--- config.mk ---
export PLATFORM = sky130hd
export DESIGN_NAME = add_rs_dispatch_flat
export DESIGN_NICKNAME = d
export VERILOG_FILES = /design/src/rtl/tomasulo_pkg.sv /design/src/rtl/add_rs_dispatch_if.sv /design/src/rtl/add_rs_dispatch_rs_prio_sel.sv /design/src/rtl/add_rs_dispatch.sv /design/src/flat_wrapper.sv
export SDC_FILE = /design/constraint.sdc
export NUM_CORES = 1
export LEC_CHECK = 0
export CAP_MARGIN = 20
export CELL_PAD_IN_SITES_DETAIL_PLACEMENT = 2
export CELL_PAD_IN_SITES_GLOBAL_PLACEMENT = 2
export CORE_MARGIN = 2
export CORE_UTILIZATION = 30
export DETAILED_ROUTE_END_ITERATION = 12
export MAX_ROUTING_LAYER = met4
export PLACE_DENSITY = 0.77
export SKIP_LAST_GASP = 1
export SYNTH_ARGS = -nofsm -noshare
export SYNTH_HDL_FRONTEND = slang
export SYNTH_SLANG_ARGS = --single-unit
--- constraint.sdc ---
create_clock -name clk1 -period 2.2 [get_ports clk1]
set_clock_uncertainty 0.2 [all_clocks]
set_input_delay 0.33 -clock clk1 [delete_from_list [all_inputs] [get_ports clk1]]
set_output_delay 0.33 -clock clk1 [all_outputs]
set_load 0.1 [all_outputs]
--- src/rtl/tomasulo_pkg.sv ---
// Shared definitions for the add/sub reservation station: widths, function
// codes, entry-state encoding and the entry record layout.
package tomasulo_pkg;

  localparam int NUM_RS = 3;
  localparam int DATA_W = 8;
  localparam int TAG_W  = 3;
  localparam int REG_W  = 4;
  localparam int FUNC_W = 4;
  localparam int IDX_W  = 3;

  localparam logic [FUNC_W-1:0] FUNC_ADD = 4'b0000;
  localparam logic [FUNC_W-1:0] FUNC_SUB = 4'b0001;

  typedef enum logic [1:0] {
    ST_FREE  = 2'd0,
    ST_WAIT  = 2'd1,
    ST_READY = 2'd2,
    ST_EXEC  = 2'd3
  } rs_state_e;

  // One source operand: either a value (rdy=1) or the ROB tag of its producer.
  typedef struct packed {
    logic              rdy;
    logic [DATA_W-1:0] val;
    logic [TAG_W-1:0]  tag;
  } rs_opnd_t;

  typedef struct packed {
    rs_state_e         state;
    logic [FUNC_W-1:0] func;
    logic [REG_W-1:0]  rd;
    logic [TAG_W-1:0]  rob;
    rs_opnd_t          s1;
    rs_opnd_t          s2;
  } rs_entry_t;

  function automatic logic func_legal(input logic [FUNC_W-1:0] f);
    return (f == FUNC_ADD) || (f == FUNC_SUB);
  endfunction

  // Snoop one CDB broadcast: a pending operand whose producer tag matches
  // picks up the broadcast value and becomes ready.
  function automatic rs_opnd_t opnd_capture(input rs_opnd_t         o,
                                            input logic             cdb_v,
                                            input logic [TAG_W-1:0] cdb_t,
                                            input logic [DATA_W-1:0] cdb_d);
    rs_opnd_t r;
    r = o;
    if (!o.rdy && cdb_v && (o.tag == cdb_t)) begin
      r.rdy = 1'b1;
      r.val = cdb_d;
    end
    return r;
  endfunction

endpackage

--- src/rtl/add_rs_dispatch_if.sv ---
// Issue, CDB and exec-unit signals of the add/sub reservation station.
// master = issue stage / CDB / exec unit side, slave = reservation station.
interface add_rs_dispatch_if;
  import tomasulo_pkg::*;

  logic              iss_valid;
  logic              iss_ready;
  logic [FUNC_W-1:0] iss_func;
  logic [REG_W-1:0]  iss_rd;
  logic [TAG_W-1:0]  iss_rob;
  logic              iss_s1_rdy;
  logic              iss_s2_rdy;
  logic [DATA_W-1:0] iss_s1_val;
  logic [DATA_W-1:0] iss_s2_val;
  logic [TAG_W-1:0]  iss_s1_tag;
  logic [TAG_W-1:0]  iss_s2_tag;

  logic              cdb_valid;
  logic [TAG_W-1:0]  cdb_tag;
  logic [DATA_W-1:0] cdb_data;

  logic              ex_valid;
  logic [IDX_W-1:0]  ex_rs_index;
  logic [TAG_W-1:0]  ex_rob;
  logic [FUNC_W-1:0] ex_func;
  logic [REG_W-1:0]  ex_rd;
  logic [DATA_W-1:0] ex_src1;
  logic [DATA_W-1:0] ex_src2;
  logic              ex_done;
  logic [IDX_W-1:0]  ex_done_idx;

  logic [1:0]        rs_count;
  logic              err_func;

  modport master (
    output iss_valid, iss_func, iss_rd, iss_rob,
           iss_s1_rdy, iss_s2_rdy, iss_s1_val, iss_s2_val, iss_s1_tag, iss_s2_tag,
           cdb_valid, cdb_tag, cdb_data, ex_done, ex_done_idx,
    input  iss_ready, ex_valid, ex_rs_index, ex_rob, ex_func, ex_rd,
           ex_src1, ex_src2, rs_count, err_func
  );

  modport slave (
    input  iss_valid, iss_func, iss_rd, iss_rob,
           iss_s1_rdy, iss_s2_rdy, iss_s1_val, iss_s2_val, iss_s1_tag, iss_s2_tag,
           cdb_valid, cdb_tag, cdb_data, ex_done, ex_done_idx,
    output iss_ready, ex_valid, ex_rs_index, ex_rob, ex_func, ex_rd,
           ex_src1, ex_src2, rs_count, err_func
  );

endinterface

--- src/rtl/add_rs_dispatch_rs_prio_sel.sv ---
// Lowest-index picker: one-hot grant internally, exported as an encoded
// index plus a "something requested" flag.
module rs_prio_sel #(
  parameter int N = 3
) (
  input  logic [N-1:0] req_i,
  output logic [2:0]   idx_o,
  output logic         vld_o
);

  logic [N-1:0] gnt_oh;

  // Each bit wins only if no lower-index request is present.
  for (genvar gi = 0; gi < N; gi++) begin : g_pick
    localparam logic [N-1:0] LOWER = N'((1 << gi) - 1);
    assign gnt_oh[gi] = req_i[gi] & ~|(req_i & LOWER);
  end

  assign vld_o = |req_i;

  // Encode the one-hot grant.
  always_comb begin
    idx_o = '0;
    for (int i = 0; i < N; i++) begin
      if (gnt_oh[i]) idx_o = 3'(i);
    end
  end

endmodule

--- src/rtl/add_rs_dispatch.sv ---
// Add/sub reservation station with dispatch to a single exec unit.
// Entries allocate lowest-free, snoop the CDB for pending operands, and the
// lowest READY entry dispatches whenever nothing is in flight.
module add_rs_dispatch
  import tomasulo_pkg::*;
(
  input logic             clk1,
  input logic             rst_n,
  add_rs_dispatch_if.slave bus
);

  rs_entry_t entry_q [NUM_RS];
  rs_entry_t entry_d [NUM_RS];

  logic              inflight_q, inflight_d;
  logic [1:0]        rs_count_q, rs_count_d;
  logic              err_func_q;

  logic              ex_valid_q;
  logic [IDX_W-1:0]  ex_rs_index_q;
  logic [TAG_W-1:0]  ex_rob_q;
  logic [FUNC_W-1:0] ex_func_q;
  logic [REG_W-1:0]  ex_rd_q;
  logic [DATA_W-1:0] ex_src1_q;
  logic [DATA_W-1:0] ex_src2_q;

  logic [NUM_RS-1:0] free_vec;
  logic [NUM_RS-1:0] ready_vec;
  logic [NUM_RS-1:0] done_hit;
  logic [IDX_W-1:0]  alloc_idx;
  logic [IDX_W-1:0]  disp_idx;
  logic              any_free;
  logic              any_ready;
  logic              accept;
  logic              dispatch;

  rs_opnd_t          raw_s1, raw_s2;
  rs_opnd_t          new_s1, new_s2;

  logic [FUNC_W-1:0] sel_func;
  logic [REG_W-1:0]  sel_rd;
  logic [TAG_W-1:0]  sel_rob;
  logic [DATA_W-1:0] sel_src1;
  logic [DATA_W-1:0] sel_src2;

  // Per-entry status decoded from registered state only, so an entry freed
  // or readied this cycle becomes usable on the following cycle.
  for (genvar gi = 0; gi < NUM_RS; gi++) begin : g_status
    assign free_vec[gi]  = (entry_q[gi].state == ST_FREE);
    assign ready_vec[gi] = (entry_q[gi].state == ST_READY);
    assign done_hit[gi]  = bus.ex_done & inflight_q &
                           (bus.ex_done_idx == IDX_W'(gi)) &
                           (entry_q[gi].state == ST_EXEC);
  end

  rs_prio_sel #(.N(NUM_RS)) u_alloc_sel (
    .req_i (free_vec),
    .idx_o (alloc_idx),
    .vld_o (any_free)
  );

  rs_prio_sel #(.N(NUM_RS)) u_disp_sel (
    .req_i (ready_vec),
    .idx_o (disp_idx),
    .vld_o (any_ready)
  );

  // Illegal funcs are never written; they only raise the sticky error.
  assign accept   = bus.iss_valid & any_free & func_legal(bus.iss_func);
  assign dispatch = any_ready & ~inflight_q;

  // Incoming operands see the same-cycle CDB broadcast (issue/CDB bypass).
  assign raw_s1 = {bus.iss_s1_rdy, bus.iss_s1_val, bus.iss_s1_tag};
  assign raw_s2 = {bus.iss_s2_rdy, bus.iss_s2_val, bus.iss_s2_tag};
  assign new_s1 = opnd_capture(raw_s1, bus.cdb_valid, bus.cdb_tag, bus.cdb_data);
  assign new_s2 = opnd_capture(raw_s2, bus.cdb_valid, bus.cdb_tag, bus.cdb_data);

  // Entry lifecycle: allocate, capture CDB, dispatch, complete.
  always_comb begin
    for (int i = 0; i < NUM_RS; i++) begin
      entry_d[i] = entry_q[i];
      case (entry_q[i].state)
        ST_FREE: begin
          if (accept && (alloc_idx == IDX_W'(i))) begin
            entry_d[i].func  = bus.iss_func;
            entry_d[i].rd    = bus.iss_rd;
            entry_d[i].rob   = bus.iss_rob;
            entry_d[i].s1    = new_s1;
            entry_d[i].s2    = new_s2;
            entry_d[i].state = (new_s1.rdy && new_s2.rdy) ? ST_READY : ST_WAIT;
          end
        end
        ST_WAIT: begin
          entry_d[i].s1 = opnd_capture(entry_q[i].s1, bus.cdb_valid, bus.cdb_tag, bus.cdb_data);
          entry_d[i].s2 = opnd_capture(entry_q[i].s2, bus.cdb_valid, bus.cdb_tag, bus.cdb_data);
          if (entry_d[i].s1.rdy && entry_d[i].s2.rdy) entry_d[i].state = ST_READY;
        end
        ST_READY: begin
          if (dispatch && (disp_idx == IDX_W'(i))) entry_d[i].state = ST_EXEC;
        end
        ST_EXEC: begin
          if (done_hit[i]) entry_d[i].state = ST_FREE;
        end
        default: ;
      endcase
    end
  end

  // Next occupancy count and the fields of the entry chosen for dispatch.
  always_comb begin
    rs_count_d = '0;
    sel_func   = '0;
    sel_rd     = '0;
    sel_rob    = '0;
    sel_src1   = '0;
    sel_src2   = '0;
    for (int i = 0; i < NUM_RS; i++) begin
      if (entry_d[i].state != ST_FREE) rs_count_d = rs_count_d + 2'd1;
      if (disp_idx == IDX_W'(i)) begin
        sel_func = entry_q[i].func;
        sel_rd   = entry_q[i].rd;
        sel_rob  = entry_q[i].rob;
        sel_src1 = entry_q[i].s1.val;
        sel_src2 = entry_q[i].s2.val;
      end
    end
  end

  // At most one op in flight: set on dispatch, cleared by a valid completion.
  assign inflight_d = (inflight_q & ~|done_hit) | dispatch;

  // Entry storage.
  always_ff @(posedge clk1 or negedge rst_n) begin
    if (!rst_n) begin
      for (int i = 0; i < NUM_RS; i++) entry_q[i] <= '0;
    end else begin
      for (int i = 0; i < NUM_RS; i++) entry_q[i] <= entry_d[i];
    end
  end

  // Control state and registered exec-unit outputs.
  always_ff @(posedge clk1 or negedge rst_n) begin
    if (!rst_n) begin
      inflight_q    <= 1'b0;
      rs_count_q    <= '0;
      err_func_q    <= 1'b0;
      ex_valid_q    <= 1'b0;
      ex_rs_index_q <= '0;
      ex_rob_q      <= '0;
      ex_func_q     <= '0;
      ex_rd_q       <= '0;
      ex_src1_q     <= '0;
      ex_src2_q     <= '0;
    end else begin
      inflight_q <= inflight_d;
      rs_count_q <= rs_count_d;
      if (bus.iss_valid && !func_legal(bus.iss_func)) err_func_q <= 1'b1;
      ex_valid_q <= dispatch;
      if (dispatch) begin
        ex_rs_index_q <= disp_idx;
        ex_rob_q      <= sel_rob;
        ex_func_q     <= sel_func;
        ex_rd_q       <= sel_rd;
        ex_src1_q     <= sel_src1;
        ex_src2_q     <= sel_src2;
      end
    end
  end

  assign bus.iss_ready   = any_free;
  assign bus.ex_valid    = ex_valid_q;
  assign bus.ex_rs_index = ex_rs_index_q;
  assign bus.ex_rob      = ex_rob_q;
  assign bus.ex_func     = ex_func_q;
  assign bus.ex_rd       = ex_rd_q;
  assign bus.ex_src1     = ex_src1_q;
  assign bus.ex_src2     = ex_src2_q;
  assign bus.rs_count    = rs_count_q;
  assign bus.err_func    = err_func_q;

endmodule

--- src/flat_wrapper.sv ---
// flat-port wrapper written by rule: the top's interface ports become plain ports
module add_rs_dispatch_flat import tomasulo_pkg::*;
  (clk1, rst_n, bus_iss_valid, bus_iss_func, bus_iss_rd, bus_iss_rob, bus_iss_s1_rdy, bus_iss_s2_rdy, bus_iss_s1_val, bus_iss_s2_val, bus_iss_s1_tag, bus_iss_s2_tag, bus_cdb_valid, bus_cdb_tag, bus_cdb_data, bus_ex_done, bus_ex_done_idx, bus_iss_ready, bus_ex_valid, bus_ex_rs_index, bus_ex_rob, bus_ex_func, bus_ex_rd, bus_ex_src1, bus_ex_src2, bus_rs_count, bus_err_func);
  add_rs_dispatch_if bus_i ();
  input logic clk1;
  input logic rst_n;
  input wire logic [$bits(bus_i.iss_valid)-1:0] bus_iss_valid;
  input wire logic [$bits(bus_i.iss_func)-1:0] bus_iss_func;
  input wire logic [$bits(bus_i.iss_rd)-1:0] bus_iss_rd;
  input wire logic [$bits(bus_i.iss_rob)-1:0] bus_iss_rob;
  input wire logic [$bits(bus_i.iss_s1_rdy)-1:0] bus_iss_s1_rdy;
  input wire logic [$bits(bus_i.iss_s2_rdy)-1:0] bus_iss_s2_rdy;
  input wire logic [$bits(bus_i.iss_s1_val)-1:0] bus_iss_s1_val;
  input wire logic [$bits(bus_i.iss_s2_val)-1:0] bus_iss_s2_val;
  input wire logic [$bits(bus_i.iss_s1_tag)-1:0] bus_iss_s1_tag;
  input wire logic [$bits(bus_i.iss_s2_tag)-1:0] bus_iss_s2_tag;
  input wire logic [$bits(bus_i.cdb_valid)-1:0] bus_cdb_valid;
  input wire logic [$bits(bus_i.cdb_tag)-1:0] bus_cdb_tag;
  input wire logic [$bits(bus_i.cdb_data)-1:0] bus_cdb_data;
  input wire logic [$bits(bus_i.ex_done)-1:0] bus_ex_done;
  input wire logic [$bits(bus_i.ex_done_idx)-1:0] bus_ex_done_idx;
  output wire logic [$bits(bus_i.iss_ready)-1:0] bus_iss_ready;
  output wire logic [$bits(bus_i.ex_valid)-1:0] bus_ex_valid;
  output wire logic [$bits(bus_i.ex_rs_index)-1:0] bus_ex_rs_index;
  output wire logic [$bits(bus_i.ex_rob)-1:0] bus_ex_rob;
  output wire logic [$bits(bus_i.ex_func)-1:0] bus_ex_func;
  output wire logic [$bits(bus_i.ex_rd)-1:0] bus_ex_rd;
  output wire logic [$bits(bus_i.ex_src1)-1:0] bus_ex_src1;
  output wire logic [$bits(bus_i.ex_src2)-1:0] bus_ex_src2;
  output wire logic [$bits(bus_i.rs_count)-1:0] bus_rs_count;
  output wire logic [$bits(bus_i.err_func)-1:0] bus_err_func;
  assign bus_i.iss_valid = bus_iss_valid;
  assign bus_i.iss_func = bus_iss_func;
  assign bus_i.iss_rd = bus_iss_rd;
  assign bus_i.iss_rob = bus_iss_rob;
  assign bus_i.iss_s1_rdy = bus_iss_s1_rdy;
  assign bus_i.iss_s2_rdy = bus_iss_s2_rdy;
  assign bus_i.iss_s1_val = bus_iss_s1_val;
  assign bus_i.iss_s2_val = bus_iss_s2_val;
  assign bus_i.iss_s1_tag = bus_iss_s1_tag;
  assign bus_i.iss_s2_tag = bus_iss_s2_tag;
  assign bus_i.cdb_valid = bus_cdb_valid;
  assign bus_i.cdb_tag = bus_cdb_tag;
  assign bus_i.cdb_data = bus_cdb_data;
  assign bus_i.ex_done = bus_ex_done;
  assign bus_i.ex_done_idx = bus_ex_done_idx;
  assign bus_iss_ready = bus_i.iss_ready;
  assign bus_ex_valid = bus_i.ex_valid;
  assign bus_ex_rs_index = bus_i.ex_rs_index;
  assign bus_ex_rob = bus_i.ex_rob;
  assign bus_ex_func = bus_i.ex_func;
  assign bus_ex_rd = bus_i.ex_rd;
  assign bus_ex_src1 = bus_i.ex_src1;
  assign bus_ex_src2 = bus_i.ex_src2;
  assign bus_rs_count = bus_i.rs_count;
  assign bus_err_func = bus_i.err_func;
  add_rs_dispatch u_core (.clk1(clk1), .rst_n(rst_n), .bus(bus_i));
endmodule
* Yosys cells after proc, flatten, opt, wreduce, memory -nomap -nowiden
Cells that the tools add are included.
Storage, ports and cells: input port bits 54, output and inout bits 35, logic and storage cells 225, bits in registers 146
Operators by class: equality and inequality tests 33, add/sub/neg operators 2, bitwise gates (word level) 20, reductions and logical operators 75, multiplexer cells 55
Operator list (count):
- one-hot mux 24 bit (2 select lines) | 3
- two-way mux 9 bit | 14
- two-way mux 37 bit | 3
- two-way mux 8 bit | 6
- logical AND 1 bit | 27
- AND reduction 3 bit | 9
- == test 3 bit | 8
- two-way mux 2 bit | 12
- two-way mux 4 bit | 6
- one-hot mux 2 bit (4 select lines) | 3
- != test 2 x 1 -> 1 bit, second input constant | 8
- AND 1 bit | 15
- two-way mux 3 bit | 5
- zero test 1 bit | 14
- == test 2 bit, second input constant | 6
- AND reduction 2 bit | 6
- nonzero test 2 bit | 6
- == test 3 x 1 -> 1 bit, second input constant | 3
- == test 3 x 2 -> 1 bit, second input constant | 3
- zero test 3 bit | 3
- OR reduction 3 bit | 3
- == test 2 x 1 -> 1 bit, second input constant | 3
- zero test 2 bit | 3
- == test 4 x 1 -> 1 bit, second input constant | 1
- other kinds (9) | 15

* Depth between registers and ports, before layout
Gate-level depths: netlist (run 1).
depth in word-level cells 15, gate-level depth with buffers 9, mapped depth without buffers 7

* Cells and area by module
Synthesis (run 1) repeated with hierarchy kept, for this count alone.
Unflattened totals: cells, all modules 762, area total of the unflattened synthesis 7507.2 um2
By module, submodules not included:
- add_rs_dispatch | instances 1, cells an instance 752, area each 7444.6 um2
- rs_prio_sel | instances 2, cells an instance 5, area each 31.3 um2

* Least setup slack after synthesis (run 1)
Ideal clock, no wire load.
kind input-to-reg, from input port bus_iss_func[1], to register u_core.rs_count_q[0] (netlist: u_core.bus.rs_count[0]), path buffers 3, arrival time 2200 ps, setup slack -334 ps, required time 1866 ps, stages 8, cells stage by stage or4b_1 buf_2 or4_1 buf_2 clkbuf_1 nand2_1 ha_1 xnor2_1
Between the ends: longest elaborated chain between the ends 12
RTL lines:
- start: declaration | line flat_wrapper.sv:8 | input wire logic [$bits(bus_i.iss_func)-1:0] bus_iss_func;
- == test 4 x 1 -> 1 bit / zero test 4 bit (equally long branches) | line tomasulo_pkg.sv:39 | return (f == FUNC_ADD) || (f == FUNC_SUB);
- logical OR 1 bit (*) | line tomasulo_pkg.sv:39
- AND 1 bit (*) | line add_rs_dispatch.sv:69 | assign accept = bus.iss_valid & any_free & func_legal(bus.iss_func);
- logical AND 1 bit | line add_rs_dispatch.sv:84 | if (accept && (alloc_idx == IDX_W'(i))) begin
- two-way mux 37 bit | line add_rs_dispatch.sv:84
- one-hot mux 2 bit (4 select lines) | line add_rs_dispatch.sv:82 | case (entry_q[i].state)
- nonzero test 2 bit | line add_rs_dispatch.sv:118 | if (entry_d[i].state != ST_FREE) rs_count_d = rs_count_d + 2'd1;
- two-way mux 1 bit | line add_rs_dispatch.sv:118
- adder 1 x 1 -> 2 bit | line add_rs_dispatch.sv:118
- two-way mux 2 bit | line add_rs_dispatch.sv:118
- adder 2 x 1 -> 2 bit | line add_rs_dispatch.sv:118
- two-way mux 2 bit (*) | line add_rs_dispatch.sv:118
- net u_core.rs_count_d[0] | line add_rs_dispatch.sv:16 | logic [1:0] rs_count_q, rs_count_d;
- end signal: assignment | line add_rs_dispatch.sv:156 | rs_count_q <= rs_count_d;
- end: declaration | line add_rs_dispatch.sv:16
The timed path passes the listed nets; every way through them passes the cells marked *. The select of a mux whose other input is x is not followed. A chain may end at the register's enable or synchronous reset.

* Worst setup path after layout (run 1)
from register u_core.entry_q[73] (netlist name), to output port bus_iss_ready
Between the ends: longest elaborated chain between the ends 2
RTL lines:
- zero test 2 bit | line add_rs_dispatch.sv:49 | assign free_vec[gi] = (entry_q[gi].state == ST_FREE);
- OR reduction 3 bit | line add_rs_dispatch_rs_prio_sel.sv:19 | assign vld_o = |req_i;
- end: declaration | line flat_wrapper.sv:22 | output wire logic [$bits(bus_i.iss_ready)-1:0] bus_iss_ready;
Every way passes these cells.

==> impl_metrics.py, run 1 <==
metrics = {
    "clock_tree": {
        "cts_made_buffers": 17,
        "clk_path_buf_depth": 2,
        "clkTransAtPathRegs_ns": 0.07,
        "clock_sinks": 145,
        "clock-root-buffer": "clkbuf_16",
        "insertion_delay_ns": 0.44,
        "cts_max_level": 4,
        "cts_tree": "done",
    },
    "placement": {
        "dpl.hpwl_mm": 18.5,
        "gp_congestion": 0.827,
        "portBuffers": 87,
        "post-place-cells": 1139,
    },
    "route": {
        "viasPerCell": 5.58,
        "drc": 0,
        "highest_layer": "met4",
        "routedLengthMet1_mm": 11.9,
        "drt_pass1_iterations": 5,
        "routedWlPerCell_um": 24.6,
        "met3_length_mm": 1.31,
        "drt-initial-drc-count": 357,
        "detail-route-antenna-nets": 0,
        "wl_met2_mm": 15.0,
        "routed_wl_mm": 28.9,
        "vias": 6554,
    },
    "finish": {
        "layout-area-overhead-vs-synth_pct": 35.8,
        "postLayoutCoreUtil_pct": 41.8,
        "diodes": 0,
        "num-fill-cells": 2392,
        "fin_cells": 1175,
        "drive_gt1_share_pct": 21.2,
        "finalNetCount": 905,
    },
    "synth": {
        "synth_most_common_cell": "nand2_1",
        "synth_area_um2": 7010,
        "synth_commonest_cells": "155 x nand2_1, 145 x dfrtp_1, 75 x and3_1, 49 x a221o_1, 43 x clkbuf_1",
        "synth_edf_count": 0,
        "synth_cells": 714,
        "yosys.cell_types.count": 54,
        "yosys.area.top_type": "dfrtp_1",
        "async_flop_share_pct": 100,
        "ys.flop_type": "dfrtp_1",
        "synth.yosys.warnings": 0,
        "synth-seq-cells": 145,
        "syn_area_per_cell_um2": 9.81,
        "synthTopCellsByArea": "dfrtp_1 52%, nand2_1 8.3%, a221o_1 7.0%",
        "yosysSeqAreaShare_pct": 51.8,
        "synth_top_area_share_pct": 51.8,
        "synth_nets": 770,
    },
    "worst_setup_path": {
        "startpoint_type": "register",
        "worstPathMaxFanout": 8,
        "arrival_ns": 1.65,
        "worstPathRequired_ns": 1.67,
        "r2r_cells": 4,
        "ff2ff_setup_slack_ns": 0.05,
        "slowest_delay_ns": 0.49,
        "reg2reg_to": "u_core.entry_q[15]$_DFFE_PN0P_",
        "crit_chain": "o22ai_2, buf_4, o21bai_2, buf_12",
        "worstSetupEndpointType": "output pin",
        "crit_start": "u_core.entry_q[73]$_DFF_PN0_",
        "crit_type": "reg2out",
        "rr_startpoint": "u_core.entry_q[36]$_DFF_PN0_",
        "crit_path_top_delay_cell": "dfrtp_2",
    },
    "timing": {
        "setup_tns_ns": 0,
        "setup_viol_count_final": 0,
        "rsz0062_at_grt": "true",
        "finalCriticalPeriod_ns": 2.18,
        "final-hold-violation-count": 0,
        "min_period_over_period_pct": 99.0,
        "worst_slew_pin_slew_ns": 0.673,
        "drv_slew": 0,
        "relSlewSlack_pct": 54.8,
        "fmax_mhz": 459,
    },
    "die": {
        "io-pin-count": 89,
        "rows": 55,
        "die_y_um": 157,
        "die_area_um2": 24600,
        "initial_core_util_pct": 30.8,
        "core_um2": 22800,
        "die_x_um": 157,
    },
    "min_path": {
        "hold_depth": 3,
        "hold_class": "in2reg",
        "min-delay-start": "bus_iss_func[2]",
        "min_to": "u_core.bus.err_func$_DFFE_PN0P_",
    },
    "grt": {
        "first_global_vias": 7487,
        "grt_max_degree": 57,
        "grt_remaining_overflow": 0,
        "antenna_found_initial": 0,
        "global_route.usage.total_pct": 25.0,
        "grt_pass1_wl_mm": 44.9,
    },
    "power_and_ir_drop": {
        "p_leak_nw": 4.65,
        "ir_drop_uv": 501,
        "power_density_nw_per_um2": 1480,
    },
    "outcome": {
        "status": "finished clean",
    },
    "job": {
        "maxCapViolCount": 0,
    },
}
## critical path, delay by kind of cell (launching register included)
kind / cells / cell delay [ns]
AOI/OAI and AO/OA: 2 / 0.33
buffers and inverters: 2 / 0.37
DFF: 1 / 0.49
## layout by cell type, fill, tap and decap left out, types with 8 or more instances in the layout
master,instances
nand2b_1,9
a211oi_1,21
nand4_1,10
clkbuf_16,17
and2_1,11
nand2_1,155
buf_6,8
buf_4,103
xnor2_1,21
buf_12,10
and3_1,75
a221o_1,49
clkdlybuf4s50_1,46
nor2_1,30
nor2b_1,8
dfrtp_1,143
o31ai_1,30
## flip-flops by register name, indices dropped and copies added, names as in the netlist
signal                  cells
u_core.bus.ex_rob           3
u_core.entry_q            111
u_core.inflight_q           1
u_core.bus.ex_rs_index      2
u_core.bus.ex_rd            4
u_core.bus.rs_count         2
u_core.bus.ex_valid         1
u_core.bus.ex_src1          8
u_core.bus.ex_src2          8
u_core.bus.err_func         1
u_core.bus.ex_func          4
## metrics by stage
stage | worst slack (ns) | power (mW) | cell area (µm²) | hold WS [ns]
after floorplan | -0.298 | 8.44 | 7050 | -0.166
after detailed placement | -0.811 | 10.5 | 8720 | 0.158
after global placement | -0.736 | 10.2 | 8720 | 0.135
after global routing | -0.0443 | 14.7 | 9510 | 0.0878
final | 0.0226 | 14.1 | 9510 | 0.0535
after CTS | 0.0110 | 14.0 | 9450 | 0.0563
## area by class of cell
| type | instances | area, µm² | area share (%) |
|---|---|---|---|
| clock inverters | 11 | 185 | 1.95 |
| clock buffers | 21 | 450 | 4.74 |
| repair buffers | 174 | 1600 | 16.8 |
| well taps | 313 | 392 | 4.12 |
| inverters | 7 | 26.3 | 0.276 |
| flip-flops and latches | 145 | 3630 | 38.2 |
| multi-input cells | 504 | 3230 | 34.0 |
## power by group
part,leakage (nW),internal [mW],switching [mW]
Combinational,2.48,2.11,4.09
Clock,0.307,2.03,1.20
Sequential,1.86,3.77,0.880
## repair_timing
| action | 4_1_cts | 5_1_grt |
|---|---|---|
| gates resized for setup | 26 | 15 |
| pin swaps | 5 | 2 |
| setup buffers | 2 | 1 |
| endpoints found under the hold margin | 52 | 0 |
| hold buffers | 1 | 0 |
| endpoints found under the setup margin | 95 | 62 |
## cell families (layout without fill, tap and decap cells)
kind of cell	after synthesis	count (layout)	share of synthesized area, %
other	1	1	0.0535
multiplexers	1	1	0.143
adder cells (fa/ha/maj)	2	2	0.357
flip-flops	145	145	51.8
XOR/XNOR	25	25	3.13
AO/OA/AOI/OAI	149	149	17.8
buffers and inverters	65	213	3.96
AND/OR/NAND/NOR	326	326	22.8
## metal layers
metal / up-vias / track usage [%]
li1: 2847 / -
met1: 3436 / 29.1
met2: 216 / 43.2
met3: 55 / 4.46
met4: 0 / 9.22
met5: - / -
## worst max path at each step
stage                                  endpoint  slack, ns  depth (start not counted)
6_report                          bus_iss_ready       0.02                          4
5_1_grt        u_core.bus.rs_count[0]$_DFF_PN0_      -0.04                          8
4_1_cts          u_core.entry_q[78]$_DFFE_PN0P_       0.01                          6
3_5_place_dp     u_core.entry_q[55]$_DFFE_PN0P_      -0.81                          5
3_3_place_gp     u_core.entry_q[56]$_DFFE_PN0P_      -0.74                          5
2_1_floorplan  u_core.bus.rs_count[0]$_DFF_PN0_      -0.30                          8
Note: power is estimated with default switching activity, not from simulation.
==> run 2, diff against run 1 <==
ABC_CLOCK_PERIOD_IN_PS = 2200   (was not set)
==> results of run 2 <==
Final layout, timing and power as in run 1 (identical DEF).
